[src/rtl/adc_sample_reader_if.sv]
// Handshake/bus bundle for adc_sample_reader: capture control, ADC stream, FIFO read port and status.
interface adc_sample_reader_if #(
  parameter int DATA_WIDTH = 32,
  parameter int ADDR_WIDTH = 4
) ();
  logic                  start_in;
  logic [9:0]            count_in;
  logic [DATA_WIDTH-1:0] sample_in;
  logic                  sample_valid_in;
  logic                  rd_ready_in;
  logic [DATA_WIDTH-1:0] rd_data_out;
  logic                  rd_valid_out;
  logic                  busy_out;
  logic                  done_out;
  logic                  overflow_out;
  logic [ADDR_WIDTH:0]   level_out;

  modport slave (
    input  start_in, count_in, sample_in, sample_valid_in, rd_ready_in,
    output rd_data_out, rd_valid_out, busy_out, done_out, overflow_out, level_out
  );

  modport master (
    output start_in, count_in, sample_in, sample_valid_in, rd_ready_in,
    input  rd_data_out, rd_valid_out, busy_out, done_out, overflow_out, level_out
  );
endinterface

[src/rtl/adc_sample_reader.sv]
// Captures a programmed number of ADC samples into a first-word-fall-through FIFO
// that is drained over a valid/ready read port.
module adc_sample_reader #(
  parameter int DATA_WIDTH = 32,
  parameter int ADDR_WIDTH = 4
) (
  input logic               clk,
  input logic               rst,
  adc_sample_reader_if.slave bus
);

  localparam int unsigned DEPTH = 2 ** ADDR_WIDTH;

  typedef enum logic [1:0] {
    S_IDLE,
    S_CAPTURE,
    S_DONE
  } state_t;

  state_t                r_state;
  logic [ADDR_WIDTH-1:0] r_wr_ptr;
  logic [ADDR_WIDTH-1:0] r_rd_ptr;
  logic [ADDR_WIDTH:0]   r_level;
  logic [9:0]            r_remaining;
  logic                  r_rd_valid;
  logic                  r_busy;
  logic                  r_done;
  logic                  r_overflow;
  logic [DATA_WIDTH-1:0] r_mem [0:DEPTH-1];

  logic                  w_start_acc;
  logic                  w_cap;
  logic                  w_pop;
  logic                  w_push;
  logic                  w_drop;
  logic                  w_full;
  logic [ADDR_WIDTH:0]   w_level_nxt;

  // Level MSB alone marks full: occupancy never exceeds DEPTH.
  assign w_full      = r_level[ADDR_WIDTH];
  assign w_start_acc = bus.start_in && (r_state != S_CAPTURE);
  assign w_cap       = (r_state == S_CAPTURE) && bus.sample_valid_in;
  assign w_pop       = r_rd_valid && bus.rd_ready_in;
  assign w_push      = w_cap && (!w_full || w_pop);
  assign w_drop      = w_cap && !w_push;
  assign w_level_nxt = r_level + {{ADDR_WIDTH{1'b0}}, w_push} - {{ADDR_WIDTH{1'b0}}, w_pop};

  always_ff @(posedge clk) begin
    if (w_push) begin
      r_mem[r_wr_ptr] <= bus.sample_in;
    end
  end

  always_ff @(posedge clk or posedge rst) begin
    if (rst) begin
      r_state     <= S_IDLE;
      r_wr_ptr    <= '0;
      r_rd_ptr    <= '0;
      r_level     <= '0;
      r_remaining <= '0;
      r_rd_valid  <= 1'b0;
      r_busy      <= 1'b0;
      r_done      <= 1'b0;
      r_overflow  <= 1'b0;
    end else if (w_start_acc) begin
      // A start flushes the FIFO; any pop or sample in the same cycle is discarded.
      r_remaining <= bus.count_in;
      r_wr_ptr    <= '0;
      r_rd_ptr    <= '0;
      r_level     <= '0;
      r_rd_valid  <= 1'b0;
      r_overflow  <= 1'b0;
      if (bus.count_in == 10'd0) begin
        r_state <= S_DONE;
        r_busy  <= 1'b0;
        r_done  <= 1'b1;
      end else begin
        r_state <= S_CAPTURE;
        r_busy  <= 1'b1;
        r_done  <= 1'b0;
      end
    end else begin
      if (w_push) begin
        r_wr_ptr <= r_wr_ptr + 1'b1;
      end
      if (w_pop) begin
        r_rd_ptr <= r_rd_ptr + 1'b1;
      end
      r_level    <= w_level_nxt;
      r_rd_valid <= (w_level_nxt != '0);
      if (w_drop) begin
        r_overflow <= 1'b1;
      end
      // The window counts ADC samples, stored or dropped.
      if (w_cap) begin
        r_remaining <= r_remaining - 10'd1;
        if (r_remaining == 10'd1) begin
          r_state <= S_DONE;
          r_busy  <= 1'b0;
          r_done  <= 1'b1;
        end
      end
    end
  end

  assign bus.rd_data_out  = r_mem[r_rd_ptr];
  assign bus.rd_valid_out = r_rd_valid;
  assign bus.busy_out     = r_busy;
  assign bus.done_out     = r_done;
  assign bus.overflow_out = r_overflow;
  assign bus.level_out    = r_level;

endmodule

[src/flat_wrapper.sv]
// flat-port wrapper written by rule: the top's interface ports become plain ports
module adc_sample_reader_flat 
#(
  parameter int DATA_WIDTH = 32,
  parameter int ADDR_WIDTH = 4
)
  (clk, rst, bus_start_in, bus_count_in, bus_sample_in, bus_sample_valid_in, bus_rd_ready_in, bus_rd_data_out, bus_rd_valid_out, bus_busy_out, bus_done_out, bus_overflow_out, bus_level_out);
  adc_sample_reader_if #(.DATA_WIDTH(DATA_WIDTH), .ADDR_WIDTH(ADDR_WIDTH)) bus_i ();
  input logic clk;
  input logic rst;
  input wire logic [$bits(bus_i.start_in)-1:0] bus_start_in;
  input wire logic [$bits(bus_i.count_in)-1:0] bus_count_in;
  input wire logic [$bits(bus_i.sample_in)-1:0] bus_sample_in;
  input wire logic [$bits(bus_i.sample_valid_in)-1:0] bus_sample_valid_in;
  input wire logic [$bits(bus_i.rd_ready_in)-1:0] bus_rd_ready_in;
  output wire logic [$bits(bus_i.rd_data_out)-1:0] bus_rd_data_out;
  output wire logic [$bits(bus_i.rd_valid_out)-1:0] bus_rd_valid_out;
  output wire logic [$bits(bus_i.busy_out)-1:0] bus_busy_out;
  output wire logic [$bits(bus_i.done_out)-1:0] bus_done_out;
  output wire logic [$bits(bus_i.overflow_out)-1:0] bus_overflow_out;
  output wire logic [$bits(bus_i.level_out)-1:0] bus_level_out;
  assign bus_i.start_in = bus_start_in;
  assign bus_i.count_in = bus_count_in;
  assign bus_i.sample_in = bus_sample_in;
  assign bus_i.sample_valid_in = bus_sample_valid_in;
  assign bus_i.rd_ready_in = bus_rd_ready_in;
  assign bus_rd_data_out = bus_i.rd_data_out;
  assign bus_rd_valid_out = bus_i.rd_valid_out;
  assign bus_busy_out = bus_i.busy_out;
  assign bus_done_out = bus_i.done_out;
  assign bus_overflow_out = bus_i.overflow_out;
  assign bus_level_out = bus_i.level_out;
  adc_sample_reader #(.DATA_WIDTH(DATA_WIDTH), .ADDR_WIDTH(ADDR_WIDTH)) u_core (.clk(clk), .rst(rst), .bus(bus_i));
endmodule
[config.mk]
export PLATFORM = sky130hd
export DESIGN_NAME = adc_sample_reader_flat
export DESIGN_NICKNAME = d
export VERILOG_FILES = /design/src/rtl/adc_sample_reader_if.sv /design/src/rtl/adc_sample_reader.sv /design/src/flat_wrapper.sv
export SDC_FILE = /design/constraint.sdc
export NUM_CORES = 1
export LEC_CHECK = 0
export BUFFER_PORTS_ARGS = -buffer_cell sky130_fd_sc_hd__buf_2
export CAP_MARGIN = 20
export CORE_UTILIZATION = 40
export DETAILED_ROUTE_END_ITERATION = 8
export SLEW_MARGIN = 20
export SYNTH_ARGS = -nofsm -noshare
export SYNTH_HDL_FRONTEND = slang
export SYNTH_SLANG_ARGS = --single-unit
[constraint.sdc]
create_clock -name clk -period 3.15 [get_ports clk]
set_input_delay 0.315 -clock clk [delete_from_list [all_inputs] [get_ports clk]]
set_output_delay 0.315 -clock clk [all_outputs]
set_load 0.03 [all_outputs]
---- Word level (Yosys, flattened, before mapping) ----
Memories as Yosys holds them, arrays and structs flattened.
Index checks and enable logic that the tools add are counted.
word-level totals
  register bits after elaboration ......... 29
  input port bits ......................... 47
  RAM bits ................................ 512
  memories ................................ 1
  word-level logic and storage cells ...... 58
  output and inout port bits .............. 41
operators by class
  reduce and logical (&&, ||, !) cells .... 16
  muxes and demuxes ....................... 24
  $add $sub $neg .......................... 5
  equality and inequality tests ........... 3
memories
  name          depth  bits a word  rd ports  clocked after memory_dff  write ports  line                     source
  u_core.r_mem  16     32           1         0                         1            adc_sample_reader.sv:29  logic [DATA_WIDTH-1:0] r_mem [0:DEPTH-1];
operators by type and width
  cell                                                  number
  2-to-1 mux 10 bit                                     2
  2-to-1 mux 4 bit                                      4
  2-to-1 mux 1 bit                                      13
  equality test 10 x 1 -> 1 bit, second input constant  1
  logical NOT 10 bit                                    1
  nonzero test 2 bit                                    5
  subtractor 10 x 1 -> 10 bit, second input constant    1
  adder 4 x 1 -> 4 bit, second input constant           2
  2-to-1 mux 2 bit                                      4
  adder 5 x 1 -> 5 bit                                  1
  logical AND 1 bit                                     5
  2-to-1 mux 5 bit                                      1
  nonzero test 5 bit                                    1
  subtractor 5 x 1 -> 5 bit                             1
  equality test 2 x 1 -> 1 bit, second input constant   1
  logical NOT 1 bit                                     2
  != test 2 x 1 -> 1 bit, second input constant         1
  AND reduction 2 bit                                   1
  logical OR 1 bit                                      1

---- Depth between registers and ports, before layout ----
  depth after elaboration ................. 7
  gate-level depth with buffers ........... 10

---- Worst setup path before layout ----
OpenSTA, ideal clock, no wires.
  path kind ............................... reg2reg
  start point ............................. reg, netlist name u_core.bus.done_out
  end point ............................... mem u_core.r_mem[0][0] (enable)
  required time ........................... 2.758 ns
  arrival time ............................ 2.292 ns
  path slack .............................. 0.466 ns
  setup time .............................. 0.392 ns
  buffers on the path ..................... 0
  stages on the path, launching flop included .. 5
  path through ............................ dfrtp_1 > nand3b_1 > a21oi_2 > nor3b_1 > and2_1
RTL lines
  what           line
  end, declared  adc_sample_reader.sv:29

---- Final worst setup path ----
  start point ............................. reg u_core.r_rd_ptr[0]
  end point ............................... out bus_rd_data_out[26]
between the ends
  cells in the longest elaborated chain, start to end .. 1
ends and longest elaborated chain
  what                       line                     source
  start, declared            adc_sample_reader.sv:22  logic [ADDR_WIDTH-1:0] r_rd_ptr;
  start signal, assigned     adc_sample_reader.sv:87  r_rd_ptr <= r_rd_ptr + 1'b1;
  memory read (16 x 32 bit)  n/a
  end, declared              flat_wrapper.sv:16       output wire logic [$bits(bus_i.rd_data_out)-1:0] bus_rd_data_out;
No other way between the ends.

==> results.sh <==
export IMPL_status="completed"
export IMPL_antenna_found_initial=2
export IMPL_nNetsFinal=1179
export IMPL_die_w_um=230
export IMPL_grt_util_met1_pct=24.6
export IMPL_fin_area_sq_um=24400
export IMPL_vias=10100
export IMPL_ys_async_sr_fraction_pct=5.01
export IMPL_place_ws_ns=0.611
export IMPL_max_cap_violations=0
export IMPL_mostFrequentLayoutCells="512 x edfxtp_1, 128 x mux4_2, 87 x buf_2"
export IMPL_rsz0062_at_grt="false"
export IMPL_hp_class="in2reg"
export IMPL_powerDensity_nw_per_um2=783
export IMPL_max_freq_mhz=338
export IMPL_synthTopCellsByArea="edfxtp_1 74%, mux4_2 14%, dfrtp_1 3.3%"
export IMPL_antenna_left=0
export IMPL_grt_overflow=0
export IMPL_grt_first_pass_wirelength_um=68100
export IMPL_cp_end_kind="output pin"
export IMPL_io_pin_count=88
export IMPL_synth_top_area_cell="edfxtp_1"
export IMPL_fin_skew_ns=0.0254
export IMPL_final_common_cell="edfxtp_1"
export IMPL_seq_area_frac_synth_pct=77.3
export IMPL_area_growth_pct=17.3
export IMPL_clkSinkCount=539
export IMPL_avgSynthCellArea_sq_um=21.7
export IMPL_coreArea_sq_um=51300
export IMPL_cts_root_buf="clkbuf_16"
export IMPL_crit_arrival_ns=2.65
export IMPL_worstSetupPathType="reg2out"
export IMPL_yosys_warnings=0
export IMPL_maxSlewViolCount=0
export IMPL_synth_edf_count=512
export IMPL_port_buffer_count=87
export IMPL_cts_tree="built"
export IMPL_dp_hpwl_um=25000
export IMPL_synth_seq_cells=539
export IMPL_whs_ns=0.0865
export IMPL_grt_max_degree=55
export IMPL_hold_violations=0
export IMPL_fin_crit_sh_pct=94.0
export IMPL_place_area_sq_um=22500
export IMPL_crit_fanout=18
export IMPL_grt_use_met3_pct=3.21
export IMPL_finalSetupViolCount=0
export IMPL_htreeDepth=2
export IMPL_startpoint_type="register"
export IMPL_setup_slack_ns=0.188
export IMPL_syn_area_sq_um=20800
export IMPL_path_cells="buf_12 -> buf_6 -> mux4_2 -> a22oi_1 -> nand2_1 -> buf_2"
export IMPL_fin_crit_ns=2.96
export IMPL_worst_slew_pin_slew_ns=0.847
export IMPL_met2_usage_pct=28.4
export IMPL_syn_num_nets=1019
export IMPL_clk_pin_slew_ns=0.06
export IMPL_drtPass1Iterations=5
export IMPL_p_leak_nw=7.95
export IMPL_viasPerCell=5.48
export IMPL_n_fill_cell=4238
export IMPL_drt_total_wl_um=45700
export IMPL_ir_drop_v=0.000558
export IMPL_start_util_pct=40.5
export IMPL_dr_first_iter_drc_count=944
export IMPL_fp_row_count=83
export IMPL_grtUsageTotal_pct=17.5
export IMPL_critPathSlowestCell="dfrtp_4"
export IMPL_antennaDiodeCount=0
export IMPL_synthFlopType="edfxtp_1"
export IMPL_max_stage_delay_ns=0.56
export IMPL_numCtsBuffers=53
export IMPL_die_y_um=230
export IMPL_post_route_drc_count=0
export IMPL_crit_required_ns=2.83
export IMPL_synth_top_area_share_pct=74.0
export IMPL_wl_per_cell_um=24.9
export IMPL_cts_buffer_depth=3
export IMPL_timing_setup_tns_ns=0
export IMPL_synthCells=959
export IMPL_dieArea_sq_um=52800
export IMPL_drive_gt1_share_pct=31.5
export IMPL_synth_cell_types=46
export IMPL_first_global_vias=10700
export IMPL_gp_congestion=0.756
export IMPL_maxSlewHeadroom_pct=43.4
export IMPL_worst_skew_pair_late_latency_ns=0.60
export IMPL_grt_most_used_layer="met2"
[Yosys cell counts, types with 2 or more instances]
library cell / n
xnor2_1: 4
inv_1: 15
a22oi_1: 64
and3b_1: 2
buf_4: 6
buf_1: 2
o311ai_0: 4
or4_1: 5
o211ai_1: 4
nor3b_1: 2
nand2_1: 46
edfxtp_1: 512
and4_1: 4
nand3_1: 7
a221o_1: 2
and2_1: 15
nor2_1: 16
buf_2: 5
o21ai_0: 4
clkbuf_1: 30
nand4_1: 3
nor3_1: 2
dfrtp_1: 27
xor2_1: 5
ha_1: 12
mux4_2: 128
a21oi_1: 5
mux2i_1: 2
a21o_1: 2
nor2b_1: 4
buf_6: 5
[state kept, by name (all words and copies together) (netlist names), 4 cells and up]
signal,cells
u_core.r_mem,512
u_core.r_wr_ptr,4
u_core.r_rd_ptr,4
u_core.bus.level_out,5
u_core.r_remaining,10
[worst max-delay path: cells and delay by family, from the launching register on]
family	cells	cell delay [ns]
muxes	1	0.54
AOI/OAI and AO/OA	1	0.25
DFF	1	0.56
and+or+nand+nor	1	0.10
buffers and inverters	3	0.58
[repair_timing]
action                                  in CTS  in global routing
hold buffers                                11                  0
endpoints found under the setup margin       5                  1
setup buffers                                2                  0
resized for setup                            1                  1
cloned                                       0                  1
endpoints found under the hold margin       38                  0
[per-layer routing]
layer  up-vias  share of wire, %
met5         -             0.020
met4         2               2.1
met3        68               5.9
met2       303                48
met1      5346                44
li1       4348                 -
[area by class of cell]
| class | instances | area [sq um] | share of cell area [%] |
|---|---|---|---|
| Sequential cell | 539 | 16100 | 65.9 |
| Multi-Input combinational cell | 357 | 4450 | 18.3 |
| Clock buffer | 64 | 1370 | 5.61 |
| Timing Repair Buffer | 153 | 1260 | 5.18 |
| Tap cell | 680 | 851 | 3.49 |
| Clock inverter | 29 | 310 | 1.27 |
| Inverter | 15 | 56.3 | 0.231 |
[per-stage QoR]
step | utilization (%) | power (mW) | std cells
after floorplan | - | 11.6 | 959
after global placement | 43.9 | 12.9 | 1730
after detailed placement | 43.9 | 13.0 | 1730
after CTS | 47.4 | 19.2 | 1836
after global routing | 47.5 | 19.8 | 1837
final | 47.5 | 19.1 | 1837
[final timing paths]
| check | startpoint | to | slack, ns | cells after the start |
|---|---|---|---|---|
| worst max-delay path | u_core.r_rd_ptr[0]$_DFFE_PP0P_ | bus_rd_data_out[26] | 0.19 | 6 |
| worst min-delay path | bus_sample_in[2] | u_core.r_mem[2][2]$_DFFE_PP_ | 0.09 | 1 |
| worst max register to register | u_core.bus.done_out$_DFFE_PP0P_ | u_core.r_mem[1][14]$_DFFE_PP_ | 0.59 | 5 |
| worst min register to register | u_core.r_remaining[8]$_DFFE_PP0P_ | u_core.r_remaining[8]$_DFFE_PP0P_ | 0.52 | 2 |
| max in group asynchronous | rst | u_core.r_rd_ptr[1]$_DFFE_PP0P_ | 2.35 | 3 |
| min in group asynchronous | rst | u_core.bus.done_out$_DFFE_PP0P_ | 0.33 | 3 |
[power by group]
part | total [mW] | switching [mW] | internal, mW
Combinational | 4.46 | 2.48 | 1.99
Clock | 6.23 | 2.60 | 3.64
Sequential | 8.37 | 0.211 | 8.16
[kinds of logic (layout without fill, tap and decap cells)]
family / Yosys count / after routing / synth area share, %
XOR/XNOR: 9 / 9 / 0.380
multiplexers: 130 / 130 / 14.0
AO/OA/AOI/OAI: 94 / 94 / 3.39
flip-flops: 539 / 539 / 77.3
AND/OR/NAND/NOR: 111 / 111 / 2.68
buffers and inverters: 63 / 261 / 1.46
adder cells (fa/ha/maj): 13 / 13 / 0.820
Power figures use the tool's default switching activity.
